==> src/rtl/dpll_pkg.sv <==
// Shared sizes and the controller trim-word decoder for the digital PLL core.
`timescale 1ps/1ps
package dpll_pkg;

  localparam int N_STAGES = 13;
  localparam int TRIM_W   = 26;
  localparam int TVAL_W   = 7;
  localparam int CNT_W    = 5;

  // Thermometer decode that alternates between the two trim bits of each stage,
  // so the added delay spreads evenly around the ring: 0, 13, 1, 14, 2, ...
  function automatic logic [TRIM_W-1:0] otrim_decode(input logic [4:0] tint);
    logic [TRIM_W-1:0] t;
    t = '0;
    for (int k = 0; k < N_STAGES; k++) begin
      t[k]            = (2 * k < int'(tint));
      t[k + N_STAGES] = (2 * k + 1 < int'(tint));
    end
    return t;
  endfunction

endpackage

==> src/rtl/dpll_ring_osc.sv <==
// 13-stage trimmable inverting ring. Behavioural delay model; the implementation
// uses hand-placed inverter/trim cells in a kept hierarchy.
`timescale 1ps/1ps
module dpll_ring_osc
  import dpll_pkg::*;
#(
  parameter int STAGE_DLY_PS = 100,
  parameter int TRIM_DLY_PS  = 10
) (
  input  logic              reset,
  input  logic [TRIM_W-1:0] trim,
  output logic [1:0]        clockp
);

  logic [N_STAGES-1:0] stage;

  genvar gi;
  generate
    for (gi = 0; gi < N_STAGES; gi++) begin : gen_stage
      localparam int   PREV    = (gi + N_STAGES - 1) % N_STAGES;
      localparam logic STG_RST = logic'(gi % 2);
      // Stage 0 is pre-charged to its released value so exactly one wavefront
      // enters the ring when reset drops.
      localparam logic RAW_RST = (gi == 0) ? 1'b1 : logic'(gi % 2);

      int   stage_dly;
      logic stage_raw;

      assign stage_dly = STAGE_DLY_PS
                       + TRIM_DLY_PS * (int'(trim[gi]) + int'(trim[gi + N_STAGES]));

      always begin
        if (reset) begin
          stage_raw = RAW_RST;
          wait (!reset);
        end else if (stage_raw != ~stage[PREV]) begin
          #(stage_dly);
          if (!reset) stage_raw = ~stage[PREV];
        end else begin
          @(stage[PREV] or reset);
        end
      end

      assign stage[gi] = reset ? STG_RST : stage_raw;
    end
  endgenerate

  // Inverted stage-6 tap rises seven stage delays after stage 12 rises.
  assign clockp = reset ? 2'b00 : {~stage[6], stage[12]};

endmodule

==> src/rtl/digital_pll_core.sv <==
// Digital PLL: trimmable ring DCO plus a frequency controller that drives the
// trim word so that f(clockp) tracks div * f(osc); dco=1 bypasses to ext_trim.
`timescale 1ps/1ps
module digital_pll_core
  import dpll_pkg::*;
#(
  parameter int STAGE_DLY_PS = 100,
  parameter int TRIM_DLY_PS  = 10
) (
`ifdef USE_POWER_PINS
  inout  wire               VPWR,
  inout  wire               VGND,
`endif
  input  logic              osc,
  input  logic              resetb,
  input  logic              enable,
  input  logic              dco,
  input  logic [4:0]        div,
  input  logic [TRIM_W-1:0] ext_trim,
  output logic [1:0]        clockp
);

  logic              iresetb;
  logic              ireset;
  logic [TRIM_W-1:0] otrim;
  logic [TRIM_W-1:0] trim;

  logic [2:0]        s_reg, s_next;
  logic [CNT_W-1:0]  count0_reg, count0_next;
  logic [CNT_W-1:0]  count1_reg, count1_next;
  logic [TVAL_W-1:0] tval_reg, tval_next;
  logic [CNT_W:0]    sum;
  logic              osc_edge;

  assign iresetb = resetb & enable;
  assign ireset  = ~iresetb;

  assign otrim = otrim_decode(tval_reg[TVAL_W-1:2]);
  assign trim  = dco ? ext_trim : otrim;

  dpll_ring_osc #(
    .STAGE_DLY_PS(STAGE_DLY_PS),
    .TRIM_DLY_PS (TRIM_DLY_PS)
  ) u_ring (
    .reset (ireset),
    .trim  (trim),
    .clockp(clockp)
  );

  always_comb begin
    s_next      = {s_reg[1:0], osc};
    count0_next = count0_reg;
    count1_next = count1_reg;
    tval_next   = tval_reg;
    osc_edge    = s_reg[2] ^ s_reg[1];
    sum         = {1'b0, count0_reg} + {1'b0, count1_reg};

    // sum is the DCO cycle count over the last full osc period (two halves).
    if (osc_edge) begin
      count1_next = count0_reg;
      count0_next = CNT_W'(1);
      if (sum > {1'b0, div}) begin
        if (tval_reg != '1) tval_next = tval_reg + TVAL_W'(1);
      end else if (sum < {1'b0, div}) begin
        if (tval_reg != '0) tval_next = tval_reg - TVAL_W'(1);
      end
    end else if (count0_reg != '1) begin
      count0_next = count0_reg + CNT_W'(1);
    end
  end

  always_ff @(posedge clockp[0] or negedge iresetb) begin
    if (!iresetb) begin
      s_reg      <= '0;
      count0_reg <= '0;
      count1_reg <= '0;
      tval_reg   <= '0;
    end else begin
      s_reg      <= s_next;
      count0_reg <= count0_next;
      count1_reg <= count1_next;
      tval_reg   <= tval_next;
    end
  end

endmodule

==> config.mk <==
export PLATFORM = sky130hd
export DESIGN_NAME = digital_pll_core
export DESIGN_NICKNAME = d
export VERILOG_FILES = /design/src/rtl/dpll_pkg.sv /design/src/rtl/dpll_ring_osc.sv /design/src/rtl/digital_pll_core.sv
export SDC_FILE = /design/constraint.sdc
export NUM_CORES = 1
export LEC_CHECK = 0
export CORE_MARGIN = 2
export CORE_UTILIZATION = 33
export CTS_CLUSTER_DIAMETER = 200
export CTS_CLUSTER_SIZE = 14
export DETAILED_ROUTE_END_ITERATION = 10
export PLACE_DENSITY = 0.92
export RECOVER_POWER = 50
export SYNTH_ARGS = -nofsm -noshare
export SYNTH_HDL_FRONTEND = slang
export SYNTH_SLANG_ARGS = --single-unit --ignore-timing --ignore-initial --compat-mode --unroll-limit 50000
export TNS_END_PERCENT = 1
==> constraint.sdc <==
create_clock -name vclk -period 0.8
set_clock_uncertainty 0.2 [all_clocks]
set_input_delay 0.16 -clock vclk [all_inputs]
set_output_delay 0.16 -clock vclk [all_outputs]
set_load 0.01 [all_outputs]
==> impl_metrics.ini, run 1 <==
[status]
outcome = complete, but fails checks
violations_in_the_final_reports = negative setup slack

[routing]
antenna_violation_net_count_after_detailed_routing = 0
drt_first_pass_iters = 4
detail_route.wl_per_cell_microns = 7.829
route.detailed.vias_per_inst = 4.526
detailroute.via_count = 344
drc = 0
postRouteWirelength_microns = 595
drt-initial-drc-count = 7

[cells_and_area]
drive_above_1_share_pct = 14.75
antennaDiodeCount = 0
layout.cells.most_common_list = sky130_fd_sc_hd__nand2_1 (19), sky130_fd_sc_hd__xor2_1 (13), sky130_fd_sc_hd__dlxtp_1 (13), sky130_fd_sc_hd__nor2_1 (6), sky130_fd_sc_hd__buf_6 (3)
final_common_cell = sky130_fd_sc_hd__nand2_1
synthToLayoutAreaGrowth_pct = 10.71
largest_register_ff_count = 13
design.final.nets = 98

[pwr]
power_frac_clock_pct = 0
power.switching_w = 0.00003919
switching_share_pct = 42.17
ir_worst_vdd_mv = 0.1169
power.density_nw_per_um2 = 184.3
power.leakage_nw = 0.2178
power_w = 0.00009294
power.combinational.fraction_pct = 68.3
pwr-share-seq_pct = 31.7
internal_power_w = 0.00005375

[synthesis]
syn-num-nets = 93
synth.largest_area_cell = sky130_fd_sc_hd__dlxtp_1
netlist_area_sq_um = 455.4
synth_warnings = 14
distinct_cell_type_count_of_the_synthesized_netlist = 9
synth_seq_cells = 13
post-synth-top-area-fraction_pct = 42.86
top_cells_by_area_synth = sky130_fd_sc_hd__dlxtp_1 (43%), sky130_fd_sc_hd__xor2_1 (25%), sky130_fd_sc_hd__nand2_1 (16%), sky130_fd_sc_hd__nor2_1 (5.8%), sky130_fd_sc_hd__buf_8 (3.3%)
synth_instances = 58
syn_area_per_cell_sq_um = 7.852

[sta]
relSlewSlack_pct = 87.69
final_min_period_over_clock_period_pct = 113.2
worst_slew_pin_slew_ns = 0.1846
rsz_0062_raised_after_global_routing = true
fin_ws_ns = -0.1053
worst_hold_slack_ns = 0.4381
endpoints_left_unconstrained = 13
achievable-frequency_ghz = 1.105
layout_min_cycle_time_ns = 0.9053
final.setup.tns_ns = -0.1626
final_max_slew_viol_count = 0
timing_hold_violations_final = 0
unclocked_pins = 13
final-setup-viol-count = 2

[grt]
maximum_number_of_pins_on_one_net_before_global_route_repair = 20
grt_antenna_before_repair = 0
global_route.overflow_total = 0
grt_pass1_wl_microns = 1104
vias_in_the_first_global_route = 305
groute.usage.overall_pct = 9.050

[placed_design]
dp_slack_ns = -0.9436
weighted_congestion_at_the_end_of_routability_driven_global_placement = 0.6699
buffer_ports.inserted = 4
dp_hpwl_microns = 474.4

[die]
number_of_ports_placed_on_the_die_boundary = 37
dieWidth_microns = 41.15
floorplan.rows = 13
core_area_sq_um = 1301
die_area_sq_um = 1693
chipHeight_microns = 41.15
initial_utilization_pct = 35.00

[setup_path]
timing.setup.critical_path_class = primary input to output port
worst_setup_path_start_kind = primary input
crit_path_end_kind = output port
crit_path_max_fanout = 3
arrival_time_of_the_worst_setup_path_ns = 0.55
worst-path-buf-inv = 2
crit_path_cell_trace = buf_6 > and3_4 > buf_6
required_ns = 0.44
timing.critical_path.slowest_cell_delay_ns = 0.17
critPathSlowestCell = sky130_fd_sc_hd__and3_4
path_delay_family = buffers and inverters
timing.critical_path.mode_cell = sky130_fd_sc_hd__buf_6

[clocking]
cts_hold_buffers = 0

[flow_run]
drv_cap = 0

[hold_path]
min_path_type = primary input to output port
[worst paths after layout]
kind                    from  cells after the start  slack [ns]         to
worst min-delay path  enable                      4        0.44  clockp[1]
worst max-delay path  resetb                      3       -0.11  clockp[0]
[tightest hold or removal path, stage by stage]
cell and delay (ns):
sky130_fd_sc_hd__buf_6 0.08, sky130_fd_sc_hd__nand2_2 0.05, sky130_fd_sc_hd__nor2_2 0.06, sky130_fd_sc_hd__buf_2 0.12
[logic make-up (layout without fill, tap and decap cells)]
group,Yosys count,in the layout,share of synthesized area [%]
XOR/XNOR,13,13,25.00
buffers and inverters,3,6,6.591
latches,13,13,42.86
AND/OR/NAND/NOR,29,29,25.55
[stage by stage]
step | utilization [%] | cells | instance area, sq um
finish | 38.75 | 76 | 504.2
global route | 38.75 | 76 | 504.2
CTS | 38.75 | 76 | 504.2
detailed placement | 38.27 | 76 | 498.0
global placement | 38.27 | 76 | 498.0
floorplan | - | 58 | 457.9
[power groups by stage]
stage,combinational (W),clock (W),sequential [W]
final,0.0000635,0,0.0000295
after global routing,0.0000740,0,0.0000301
after CTS,0.0000642,0,0.0000295
after detailed placement,0.0000639,0,0.0000294
after global placement,0.0000615,0,0.0000292
after floorplan,0.0000497,0,0.0000289
[cell usage after synthesis, drive strengths merged]
library cell and count:
and2 1, and3 1, buf 2, dlxtp 13, inv 1, nand2 20
nor2 7, xor2 13
[per-layer routing]
| layer | GRT usage [%] | vias up | routed length [microns] |
|---|---|---|---|
| met5 | 0 | - | 0 |
| met4 | 0 | 0 | 0 |
| met3 | 0.5435 | 0 | 24 |
| met2 | 18.36 | 6 | 284 |
| met1 | 10.75 | 159 | 285 |
| li1 | - | 179 | - |
[final cells by class]
| type | count | area (sq um) |
|---|---|---|
| multi-input combinational | 42 | 240.2 |
| tap | 15 | 18.77 |
| fill | 143 | 797.0 |
| sequential | 13 | 195.2 |
| inverter | 1 | 3.754 |
| timing repair buffer | 5 | 46.29 |
[repair_timing]
action	CTS	global route
endpoints found under the setup margin	2	2
buffers inserted	0	0
resized for setup	21	0
pin swaps	1	1
cloned	0	0
Power figures use the tool's default switching activity.
==> run 2, diff against run 1 <==
--- a/config.mk
+++ b/config.mk
@@ -7,9 +7,9 @@
 export LEC_CHECK = 0
 export CORE_MARGIN = 2
 export CORE_UTILIZATION = 33
-export CTS_CLUSTER_DIAMETER = 200
 export CTS_CLUSTER_SIZE = 14
 export DETAILED_ROUTE_END_ITERATION = 10
+export MAX_ROUTING_LAYER = met4
 export PLACE_DENSITY = 0.92
 export RECOVER_POWER = 50
 export SYNTH_ARGS = -nofsm -noshare
==> impl_metrics.ini, run 2 (synthesis results as in run 1) <==
[grt]
grt_pass1_wl_microns = 1104
groute.usage.overall_pct = 9.300
vias_in_the_first_global_route = 305
maximum_number_of_pins_on_one_net_before_global_route_repair = 20
grt_antenna_before_repair = 0
global_route.overflow_total = 0

[sta]
endpoints_left_unconstrained = 13
worst_hold_slack_ns = 0.4377
final_min_period_over_clock_period_pct = 113.2
rsz_0062_raised_after_global_routing = true
fin_ws_ns = -0.1054
final-setup-viol-count = 2
worst_slew_pin_slew_ns = 0.1846
timing_hold_violations_final = 0
relSlewSlack_pct = 87.69
achievable-frequency_ghz = 1.104
final_max_slew_viol_count = 0
layout_min_cycle_time_ns = 0.9054
unclocked_pins = 13

[die]
number_of_ports_placed_on_the_die_boundary = 37
chipHeight_microns = 41.15
floorplan.rows = 13
core_area_sq_um = 1301
initial_utilization_pct = 35.00
die_area_sq_um = 1693
dieWidth_microns = 41.15

[routing]
route.detailed.vias_per_inst = 4.526
antenna_violation_net_count_after_detailed_routing = 0
drt_first_pass_iters = 4
postRouteWirelength_microns = 595
drt-initial-drc-count = 7
detailroute.via_count = 344
detail_route.wl_per_cell_microns = 7.829
drc = 0

[setup_path]
critPathSlowestCell = sky130_fd_sc_hd__and3_4
worst-path-buf-inv = 2
crit_path_max_fanout = 3
arrival_time_of_the_worst_setup_path_ns = 0.55
timing.critical_path.mode_cell = sky130_fd_sc_hd__buf_6
crit_path_end_kind = output port
path_delay_family = buffers and inverters
required_ns = 0.44
timing.critical_path.slowest_cell_delay_ns = 0.17
worst_setup_path_start_kind = primary input
crit_path_cell_trace = buf_6 > and3_4 > buf_6
timing.setup.critical_path_class = primary input to output port

[cells_and_area]
num-fill-cells = 143
finish.cell_count_without_fillers = 76
synthToLayoutAreaGrowth_pct = 10.71
final_util_pct = 38.75
multi_input_area_sq_um = 240.2
design.final.nets = 98
final-seq-area_sq_um = 195.2
drive_above_1_share_pct = 14.75
final_common_cell = sky130_fd_sc_hd__nand2_1
largest_register_ff_count = 13
antennaDiodeCount = 0
layout.cells.most_common_list = sky130_fd_sc_hd__nand2_1 (19), sky130_fd_sc_hd__xor2_1 (13), sky130_fd_sc_hd__dlxtp_1 (13), sky130_fd_sc_hd__nor2_1 (6), sky130_fd_sc_hd__buf_6 (3)

[status]
outcome = complete, but fails checks
violations_in_the_final_reports = negative setup slack

[placed_design]
buffer_ports.inserted = 4
weighted_congestion_at_the_end_of_routability_driven_global_placement = 0.6765
post-place-cells = 76
dp_hpwl_microns = 474.4

[pwr]
ir_worst_vdd_mv = 0.1168
power.leakage_nw = 0.2178
power.density_nw_per_um2 = 184.3

[hold_path]
min_path_type = primary input to output port

[flow_run]
drv_cap = 0
[run 2: cell counts in the layout (fill, tap and decap cells not counted)]
No cell type changed its count.
[run 2: final timing paths]
kind                   endpoint  startpoint  depth (start not counted)  slack, ns
worst max-delay path  clockp[0]      resetb                          3      -0.11
worst min-delay path  clockp[1]      enable                          4       0.44
[run 2: worst min-delay path, stage by stage]
cell	delay (ns)
sky130_fd_sc_hd__buf_6	0.08
sky130_fd_sc_hd__nand2_2	0.05
sky130_fd_sc_hd__nor2_2	0.06
sky130_fd_sc_hd__buf_2	0.12
[run 2: routing by layer]
| layer | global-route usage, % | part of all wire, % | up-vias |
|---|---|---|---|
| li1 | - | - | 179 |
| met1 | 11.07 | 48 | 159 |
| met2 | 18.36 | 48 | 6 |
| met3 | 0 | 3.9 | 0 |
| met4 | 0 | 0 | 0 |
| met5 | - | 0 | - |
[run 2: timing repair]
item / in CTS / in global routing
hold endpoints to repair: 0 / 0
buffers inserted: 0 / 0
pin swaps: 1 / 1
endpoints found under the setup margin: 2 / 2
hold buffers: 0 / 0
resized for setup: 21 / 0
[run 2: power by group]
part           internal, W  leakage, nW  total [W]  switching, W
Sequential       0.0000248        0.103  0.0000295    0.00000466
Combinational    0.0000289        0.115  0.0000634     0.0000345
Clock                    0            0          0             0
Total            0.0000538        0.218  0.0000929     0.0000392
[run 2: metrics by stage]
step	instance area, sq um	setup TNS [ns]	power (W)	worst slack (ns)
after floorplan	457.9	0	0.00007863	0.01581
after global placement	498.0	-1.840	0.00009066	-0.9229
after detailed placement	498.0	-1.873	0.00009331	-0.9436
after CTS	504.2	-0.1724	0.00009374	-0.1076
after global routing	504.2	-0.2010	0.0001041	-0.1160
final	504.2	-0.1625	0.00009292	-0.1054
[run 2: final cells by class]
cell class | instances | area share, %
multi-input cells | 42 | 47.64
flip-flops and latches | 13 | 38.71
repair buffers | 5 | 9.181
well taps | 15 | 3.722
inverters | 1 | 0.7444
